### config.mk
export PLATFORM = sky130hd
export DESIGN_NAME = regfl_sum
export DESIGN_NICKNAME = d
export VERILOG_FILES = /design/src/rtl/regfl_pkg.sv /design/src/rtl/regfl_sum_dp.sv /design/src/rtl/regfl_sum.sv
export SDC_FILE = /design/constraint.sdc
export NUM_CORES = 2
export LEC_CHECK = 0
export ABC_AREA = 1
export BUFFER_PORTS_ARGS = -buffer_cell sky130_fd_sc_hd__buf_4
export CAP_MARGIN = 0
export CORE_MARGIN = 2
export CORE_UTILIZATION = 49
export DETAILED_ROUTE_END_ITERATION = 10
export PLACE_DENSITY = 0.72
export SYNTH_ARGS = -nofsm -noshare
export SYNTH_HDL_FRONTEND = slang
export SYNTH_SLANG_ARGS = --single-unit
### constraint.sdc
create_clock -name clk -period 5.62 [get_ports clk]
set_input_delay 0.562 -clock clk [delete_from_list [all_inputs] [get_ports clk]]
set_output_delay 0.562 -clock clk [all_outputs]
set_load 0.005 [all_outputs]
### src/rtl/regfl_pkg.sv
// Shared definitions for the register-file reduction block.
//   - default register count and width
//   - index and sum-extension widths
//   - FSM state encoding
package regfl_pkg;

  // Defaults for the consumed register-file image.
  localparam int unsigned NREG_DEF = 8;
  localparam int unsigned W_DEF    = 64;

  // Largest register count the 3-bit index and 3 guard bits can cover.
  localparam int unsigned MAX_NREG = 8;

  // Index width; max_idx is fixed at 3 bits.
  localparam int unsigned IDX_W = 3;

  // Three guard bits hold the sum of up to eight full-scale words.
  localparam int unsigned SUM_EXT = 3;
  localparam int unsigned SUM_W   = W_DEF + SUM_EXT;

  typedef enum logic [1:0] {
    StIdle = 2'd0,
    StRun  = 2'd1,
    StDone = 2'd2
  } state_e;

endpackage

### src/rtl/regfl_sum_dp.sv
// Datapath for regfl_sum.
// Holds a snapshot of the register-file image, selects one word per step by
// index, accumulates the sum and tracks the maximum and its index.
// Ports:
//   clk, rst : clock and synchronous active-high reset
//   load     : capture q_in into the snapshot and clear sum/max/max_idx
//   step     : fold snapshot word idx into sum and max
//   idx      : word index for the current step
//   q_in     : register-file image, register 0 in the MSB slice
//   sum      : running / final unsigned sum (W+3 bits)
//   max      : running / final maximum
//   max_idx  : index of max, lowest index wins ties
module regfl_sum_dp
  import regfl_pkg::*;
#(
  parameter int unsigned NREG = NREG_DEF,
  parameter int unsigned W    = W_DEF
) (
  input  logic                    clk,
  input  logic                    rst,
  input  logic                    load,
  input  logic                    step,
  input  logic [IDX_W-1:0]        idx,
  input  logic [NREG*W-1:0]       q_in,
  output logic [W+SUM_EXT-1:0]    sum,
  output logic [W-1:0]            max,
  output logic [IDX_W-1:0]        max_idx
);

  localparam int unsigned SumW = W + SUM_EXT;

  logic [NREG-1:0][W-1:0] snap_q;
  logic [W-1:0]           word;
  logic [SumW-1:0]        sum_q, sum_d;
  logic [W-1:0]           max_q, max_d;
  logic [IDX_W-1:0]       max_idx_q, max_idx_d;

  // Snapshot element i is register i, taken from the MSB end of q_in.
  always_ff @(posedge clk) begin
    if (rst) begin
      snap_q <= '0;
    end else if (load) begin
      for (int i = 0; i < NREG; i++) begin
        snap_q[i] <= q_in[(NREG-1-i)*W +: W];
      end
    end
  end

  always_comb begin
    word = '0;
    for (int i = 0; i < NREG; i++) begin
      if (idx == IDX_W'(i)) begin
        word = snap_q[i];
      end
    end
  end

  always_comb begin
    sum_d     = sum_q;
    max_d     = max_q;
    max_idx_d = max_idx_q;
    if (load) begin
      sum_d     = '0;
      max_d     = '0;
      max_idx_d = '0;
    end else if (step) begin
      sum_d = sum_q + SumW'(word);
      // Strict compare keeps the earliest index on ties; word 0 always seeds.
      if (idx == '0 || word > max_q) begin
        max_d     = word;
        max_idx_d = idx;
      end
    end
  end

  always_ff @(posedge clk) begin
    if (rst) begin
      sum_q     <= '0;
      max_q     <= '0;
      max_idx_q <= '0;
    end else begin
      sum_q     <= sum_d;
      max_q     <= max_d;
      max_idx_q <= max_idx_d;
    end
  end

  assign sum     = sum_q;
  assign max     = max_q;
  assign max_idx = max_idx_q;

endmodule

### src/rtl/regfl_sum.sv
// Register-file reduction: on start, snapshots an NREG x W register image and
// walks it one word per cycle, producing the unsigned sum and the maximum with
// its index. The result is held under a valid/ready handshake.
// Ports:
//   clk, rst : clock and synchronous active-high reset
//   start    : begin a pass (honoured only when idle)
//   q_in     : register-file image, register 0 in the MSB slice
//   busy     : pass in progress or result pending
//   valid    : result available
//   ready    : downstream accepts the result
//   sum      : unsigned sum, W+3 bits
//   max      : largest register value
//   max_idx  : index of max
module regfl_sum
  import regfl_pkg::*;
#(
  parameter int unsigned NREG = NREG_DEF,
  parameter int unsigned W    = W_DEF
) (
  input  logic                 clk,
  input  logic                 rst,
  input  logic                 start,
  input  logic [NREG*W-1:0]    q_in,
  output logic                 busy,
  output logic                 valid,
  input  logic                 ready,
  output logic [W+SUM_EXT-1:0] sum,
  output logic [W-1:0]         max,
  output logic [IDX_W-1:0]     max_idx
);

  if (NREG > MAX_NREG || NREG < 1) begin : gen_cfg_err
    $error("regfl_sum: NREG must be in 1..8");
  end

  localparam logic [IDX_W-1:0] LastIdx = IDX_W'(NREG - 1);

  state_e           state_q, state_d;
  logic [IDX_W-1:0] idx_q, idx_d;
  logic             load, step;

  always_comb begin
    state_d = state_q;
    idx_d   = idx_q;
    load    = 1'b0;
    step    = 1'b0;
    unique case (state_q)
      StIdle: begin
        if (start) begin
          load    = 1'b1;
          idx_d   = '0;
          state_d = StRun;
        end
      end
      StRun: begin
        step = 1'b1;
        if (idx_q == LastIdx) begin
          idx_d   = '0;
          state_d = StDone;
        end else begin
          idx_d = idx_q + 1'b1;
        end
      end
      StDone: begin
        // start is deliberately ignored here, even on the handshake edge.
        if (ready) begin
          state_d = StIdle;
        end
      end
      default: begin
        state_d = StIdle;
        idx_d   = '0;
      end
    endcase
  end

  always_ff @(posedge clk) begin
    if (rst) begin
      state_q <= StIdle;
      idx_q   <= '0;
    end else begin
      state_q <= state_d;
      idx_q   <= idx_d;
    end
  end

  assign busy  = (state_q != StIdle);
  assign valid = (state_q == StDone);

  regfl_sum_dp #(
    .NREG (NREG),
    .W    (W)
  ) u_dp (
    .clk     (clk),
    .rst     (rst),
    .load    (load),
    .step    (step),
    .idx     (idx_q),
    .q_in    (q_in),
    .sum     (sum),
    .max     (max),
    .max_idx (max_idx)
  );

endmodule

### Yosys cells after proc, flatten, opt, wreduce, memory -nomap -nowiden

Index checks and enable logic that the tools add are counted.

| storage, ports and cells | value |
|---|---|
| output and inout bits | 136 |
| bits of input ports | 516 |
| word-level logic and storage cells | 55 |
| flip-flop bits (word level) | 651 |

| operators by class | value |
|---|---|
| magnitude comparators | 1 |
| bitwise logic cells | 1 |
| $add $sub $neg | 2 |
| mux-type cells | 18 |
| eq/ne operators | 12 |
| reduce and logical (&&, ||, !) cells | 8 |

Operator list:

| operator | count |
|---|---|
| 64-bit two-way mux | 8 |
| 67-bit by 64-bit adder with 67-bit output | 1 |
| 64-bit > comparator | 1 |
| 3-bit == test, second input constant | 4 |
| 3-bit one-hot mux with 3 select lines | 1 |
| 3-bit by 2-bit == test with 1-bit output, second input constant | 2 |
| 2-bit two-way mux | 3 |
| 3-bit two-way mux | 2 |
| 2-bit one-hot mux with 3 select lines | 1 |
| 2-bit != test, second input constant | 2 |
| 2-bit AND reduction | 2 |
| 3-bit by 1-bit adder with 3-bit output, second input constant | 1 |
| 3-bit by 1-bit == test with 1-bit output, second input constant | 1 |
| 3-bit zero test | 1 |
| 1-bit two-way mux | 3 |
| 3-bit AND reduction | 1 |
| 2-bit by 1-bit == test with 1-bit output, second input constant | 1 |
| 2-bit == test, second input constant | 1 |
| 2-bit zero test | 1 |
| 2-bit by 1-bit != test with 1-bit output, second input constant | 1 |
| 2-bit nonzero test | 1 |
| 2-bit OR reduction | 1 |
| 1-bit logical OR | 1 |
| 1-bit inverter | 1 |

### Depth between registers and ports, before layout

| logic depth | value |
|---|---|
| depth in word-level cells | 12 |
| gate-level depth with buffers | 34 |

### Modules after synthesis

Synthesis repeated with hierarchy kept, for this count alone.

| unflattened totals | value |
|---|---|
| cell total of the unflattened synthesis | 5001 |
| area, all modules | 33059.2 µm² |

By module, submodules not included:

| module | times used | area each (µm²) | sequential area each (µm²) | cells each |
|---|---|---|---|---|
| regfl_sum_dp | 1 | 32815.2 | 12932.4 | 4968 |
| regfl_sum | 1 | 244.0 | 100.1 | 33 |

### Least setup slack after synthesis

No wires, ideal clock.

| path | value |
|---|---|
| path kind | reg-to-reg |
| start | register idx_q[2] |
| end | register u_dp.sum_q[50], in the netlist u_dp.sum[50] |
| cell stages (with the launch flop) | 30 |
| slack | 2.237 ns |
| required time | 5.511 ns |
| buffers on the path | 3 |
| arrival time | 3.274 ns |
| path through | dfxtp_1 buf_6 inv_4 ha_1 buf_2 buf_2 inv_1 o21ai_0 inv_1 nand2_1 nand3_1 nand3_1 a21boi_2 inv_1 ha_1 fa_1 nand3_1 nand2_1 nand2_1 nand2_1 nand2_1 nand2_1 a21oi_1 inv_1 nand3_1 nand3_1 nand2_1 nand3_1 nand2_1 inv_1 |

| between the ends | value |
|---|---|
| cells in the longest elaborated chain, start to end | 10 |
| elaborated cells on any way between the ends | 17 |
| those cells by class | 1 x add/sub; 7 x eq/ne; 8 x mux; 1 x reduce/logical |

Ends and longest elaborated chain:

| what | RTL line | source |
|---|---|---|
| start: declaration | regfl_sum.sv:39 | `logic [IDX_W-1:0] idx_q, idx_d;` |
| start signal: assignment | regfl_sum.sv:83 | `idx_q <= idx_d;` |
| 3-bit zero test | regfl_sum_dp.sv:52 | `if (idx == IDX_W'(i)) begin` |
| 64-bit two-way mux (7 in series) | regfl_sum_dp.sv:52 |  |
| 64-bit two-way mux * | regfl_sum_dp.sv:52 |  |
| via u_dp.word[0] | regfl_sum_dp.sv:33 | `logic [W-1:0] word;` |
| 67-bit by 64-bit adder with 67-bit output * | regfl_sum_dp.sv:67 | `sum_d = sum_q + SumW'(word);` |
| end signal: assignment | regfl_sum_dp.sv:82 | `sum_q <= sum_d;` |
| end: declaration | regfl_sum_dp.sv:34 | `logic [SumW-1:0] sum_q, sum_d;` |

The timed path passes the listed nets; every way through them passes the cells marked *.
A chain may end at the register's enable or synchronous reset.

### Final worst setup path

| path | value |
|---|---|
| start | register idx_q[2] |
| end | register u_dp.max_q[51], in the netlist u_dp.max[51] |

| between the ends | value |
|---|---|
| cells in the longest elaborated chain, start to end | 12 |
| elaborated cells on any way between the ends | 19 |
| those cells by class | 1 x order compare; 7 x eq/ne; 8 x mux; 3 x reduce/logical |

Ends and longest elaborated chain:

| what | RTL line | source |
|---|---|---|
| 3-bit zero test | regfl_sum_dp.sv:52 |  |
| 64-bit two-way mux (7 in series) | regfl_sum_dp.sv:52 |  |
| 64-bit two-way mux * | regfl_sum_dp.sv:52 |  |
| via u_dp.word[14] | regfl_sum_dp.sv:33 |  |
| 64-bit > comparator * | regfl_sum_dp.sv:69 | `if (idx == '0 \|\| word > max_q) begin` |
| 1-bit logical OR * | regfl_sum_dp.sv:69 |  |
| 2-bit AND reduction (no line) * | -- |  |
| end signal: assignment | regfl_sum_dp.sv:83 | `max_q <= max_d;` |
| end: declaration | regfl_sum_dp.sv:35 | `logic [W-1:0] max_q, max_d;` |

Marks and branches as above.

==> summary by stage <==
Place
The detailed-placement wirelength estimate is 106.2 mm. The count of buffers inserted at the top-level ports is 651. Routability-driven placement finished with a final weighted congestion of 1.006.

Synth
Summing the areas of all compound-gate instances in the mapped netlist gives 15.55% of the synthesized area. The primary flip-flop cell chosen by synthesis mapping is dfxtp_1. The mapped netlist covers 35,690 um2. The fraction of synthesized cell area in xor and xnor cells is 0.6381%.

The number of register bits inferred by synthesis is 651. The count of flip-flops with a built-in enable after synthesis is 0. When the netlist entered floorplanning its net count stood at 6,306. During synthesis, Yosys emitted a total of 0 warnings.

In the synthesized netlist, mux cells make up 0% of the area. The synthesized area divided by synthesized cell count is 6.311 um2. By area, the combinational part of the netlist is dominated by simple AND/OR/NAND/NOR gates. Counting distinct cell types in the post-synthesis netlist gives 44. The fraction of registers with async set/reset is 0%. The simple-gate area share of the yosys netlist is 33.01%.

Summing the areas of all fa, ha and maj instances in the mapped netlist gives 4.754% of the synthesized area. The synthesized instance count is 5,655. Sequential elements use 36.52% of the synthesized area.

Hold path
The path class of the lowest-slack min-delay path is input port to flip-flop.

Drt
After the first detailed-routing iteration, the DRC count stood at 3,773. After detailed routing, the average wire length per cell comes to 19.91 um. The count of antenna-violating nets left after detailed routing is 0. The final routed DRC violation total is 0. The number of vias in the routed layout is 38,270. The first detailed-routing pass ran for 7 iterations. The mean number of vias per cell is 5.366.

After detailed routing, the total wire length is 142.0 mm.

Clock network
The number of setup buffers added after CTS is 0. The clock tree root buffer cell is clkbuf_16. The clock transition at the register clock pins on the worst setup and hold paths after CTS is 0.06 ns. The number of cells upsized or downsized after cts is 0. The insertion delay to the later sink of the worst-skew pair is 0.65 ns. No sink is reached through more buffers than the 3 on the longest clock path. For this design, the CTS-stage hold fixing added 0 buffers. TritonCTS built the clock tree.

In this run the number of H-tree levels came out at 3. The clock net sink count is 651. The number of buffers added by the clock tree synthesis step is 74.

STA
Timing would allow up to 0.1868 GHz. The headroom to the max-slew limit is 16.13%. The worst hold slack is 0.1328 ns. Setup repair after global routing left no endpoint under its margin. The number of hold-slack violations in the final timing report came to 0. The transition time at the pin with the least slew margin is 1.257 ns.

The clock tree skew after final layout is 0.04092 ns. Setup violations remaining at the end of the flow were counted as 0. For the finished layout, the period the worst path requires is 5.354 ns. The final total negative setup slack is 0 ns. The period utilization is 95.26%. The final-report max-slew violation count came to 0.

Worst setup path
On the critical path, the stage with the largest delay is an instance of dfxtp_1. The most prevalent standard cell on the critical path is nand2_1. STA classifies the critical path endpoint as a flip-flop.

The critical path is of the flip-flop to flip-flop type. The largest single stage delay on the critical path is 0.76 ns. The top fanout value on the critical path is 56. The setup slack of the most critical reg-to-reg path is 0.27 ns. For the worst setup path, the data arrival time is 5.87 ns. Data on the critical path is required at its endpoint by 6.14 ns. STA classifies the critical path startpoint as a flip-flop. The family of cells with the greatest summed delay on the critical path is simple AND/OR/NAND/NOR gates.

The combined buffer and inverter count along the critical path is 5.

Global routing
The largest net degree at the start of global routing is 293. The global router's overall resource usage is 36.55%. met2 is the most crowded layer. The met2 track demand over resource in global routing is 59.56%.

The number of antenna violations at the first check in global routing is 23. The number of global-route vias before repair came to 35,530. For met1 alone, demand over resource in global routing was 46.17%. The global-route wire length before repair is 210.9 mm.

The met3 routing resource usage after global routing is 4.615%. The total overflow left after global routing is 0.

Die
The initial core utilization is 49.67%. The area of the core region is 71,850 um2. The total die area is 75,000 um2. The row count is 98.

652 I/O pins were placed. In this run the horizontal extent of the chip is 273.9 um. The floorplan die height is 273.9 um.

Power
The leakage dissipation is 21.90 nW. The power density over cell area is 299.6 nW/um2. The highest ir drop seen on vdd is 277.0 uV.

Run status
The run finished with clean final reports.

Layout
Cells fill 60.64% of the core in the end. In the final design database the tool counted 6,753 nets. Counting the fill cells in the layout gives 7,106. The area overhead of the layout relative to synthesis is 22.10%. In the final layout, the share of cells above drive strength 1 is 14.66%.

Job
The tool flagged a number of max-cap violations equal to 0.
## kinds of logic after synthesis
kind of cell | after synthesis
buffers and inverters | 845
and+or+nand+nor | 2948
adders and majority gates | 135
DFF | 651
AOI/OAI and AO/OA | 1050
xor gates and xnor gates | 26
## synth_stat cells, types with 2 or more instances
master    count  share of area [%]
a21boi_0      5               0.11
a21boi_1      2              0.042
a21o_1       17               0.36
a21oi_1     264                3.7
and3_1        2              0.035
buf_1        17               0.18
buf_2        55               0.77
buf_4         9               0.19
buf_6        15               0.47
clkbuf_1    231                2.4
dfxtp_1     651                 37
ha_1        134                4.7
inv_1       509                5.4
inv_2         7              0.074
nand2_1    1147                 12
nand2_2       4              0.070
nand3_1     312                4.4
nand3b_1      3              0.063
nand4_1      13               0.23
nor2_1     1372                 14
nor2_8        2               0.11
nor3_1       11               0.15
nor4_1        8               0.14
o211ai_1      5               0.11
o21a_1        8               0.17
o21ai_0     611                8.6
o21ai_1      59               0.83
o21bai_1     74                1.6
o221ai_1      2              0.049
or2_1         3              0.053
or2_2        66                1.2
xnor2_1       3              0.074
xor2_1       23               0.56
## sequential cells by signal, summed over array words and instances (netlist names)
register and flops:
state_q 2, u_dp.snap_q 512, u_dp.max 64, u_dp.max_idx 3, u_dp.sum 67, idx_q 3
## path summary, 6_finish.rpt
| path | start | end | cells past startpoint |
|---|---|---|---|
| max | idx_q[2]$_SDFFE_PP0P_ | u_dp.max[51]$_SDFFE_PP0P_ | 29 |
| min | q_in[364] | u_dp.snap_q[172]$_SDFFE_PP0P_ | 3 |
| min reg2reg | u_dp.snap_q[487]$_SDFFE_PP0P_ | u_dp.snap_q[487]$_SDFFE_PP0P_ | 2 |
| max reg2reg | idx_q[2]$_SDFFE_PP0P_ | u_dp.max[51]$_SDFFE_PP0P_ | 29 |
## layout by cell type (no fill, tap or decap), drive strengths merged
cell	n
nor2	1376
nand2	1151
buf	699
o21ai	670
dfxtp	651
inv	521
nand3	313
a21oi	264
ha	134
clkbuf	106
o21bai	74
or2	69
diode	23
xor2	23
a21o	17
clkinv	16
nand4	13
nor3	12
o21a	8
nor4	8
a21boi	8
bufinv	7
o211ai	5
nand3b	3
xnor2	3
and3	2
o221ai	2
a22oi	1
o22ai	1
and2	1
fa	1
## cell type report
type	count	area (um2)	area share (%)
multi-input combinational	4159	19310	44.31
sequential	651	13030	29.91
timing repair buffer	699	5485	12.59
clock buffer	106	2102	4.824
inverter	517	1961	4.500
tap	950	1189	2.728
clock inverter	27	441.7	1.014
antenna	23	57.56	0.1321
## power by group
group / internal, W / leakage, nW / switching (W) / total (W)
registers: 0.00500 / 5.38 / 0.000253 / 0.00525
logic: 0.000994 / 15.3 / 0.00170 / 0.00270
clock network: 0.00297 / 1.24 / 0.00214 / 0.00511
total: 0.00896 / 21.9 / 0.00409 / 0.0131
## worst reg2reg max path, delay by kind of cell, from the launching register on
family                     cells  cell delay (ns)
and+or+nand+nor               21             2.96
DFF                            1             0.76
AOI/OAI and AO/OA              2             0.23
buffers and inverters          5             1.00
adders and majority gates      1             0.29
## stage by stage
step           worst slack [ns]  instance area, um2  power (W)  cells
5_1_grt                 0.04362               43560    0.01357   7127
3_5_place_dp             0.5124               40970   0.007989   6976
6_report                 0.2661               43570    0.01306   7132
2_1_floorplan             2.237               35690   0.006839   5655
3_3_place_gp             0.5201               40970   0.007972   6976
4_1_cts                  0.4883               43520    0.01305   7109
## metal layers
layer / wire [um] / up-vias
met1: 58120 / 17560
met5: 43 / -
met3: 9680 / 333
met4: 9198 / 6
li1: - / 18810
met2: 64940 / 1569
Power figures use the tool's default switching activity.
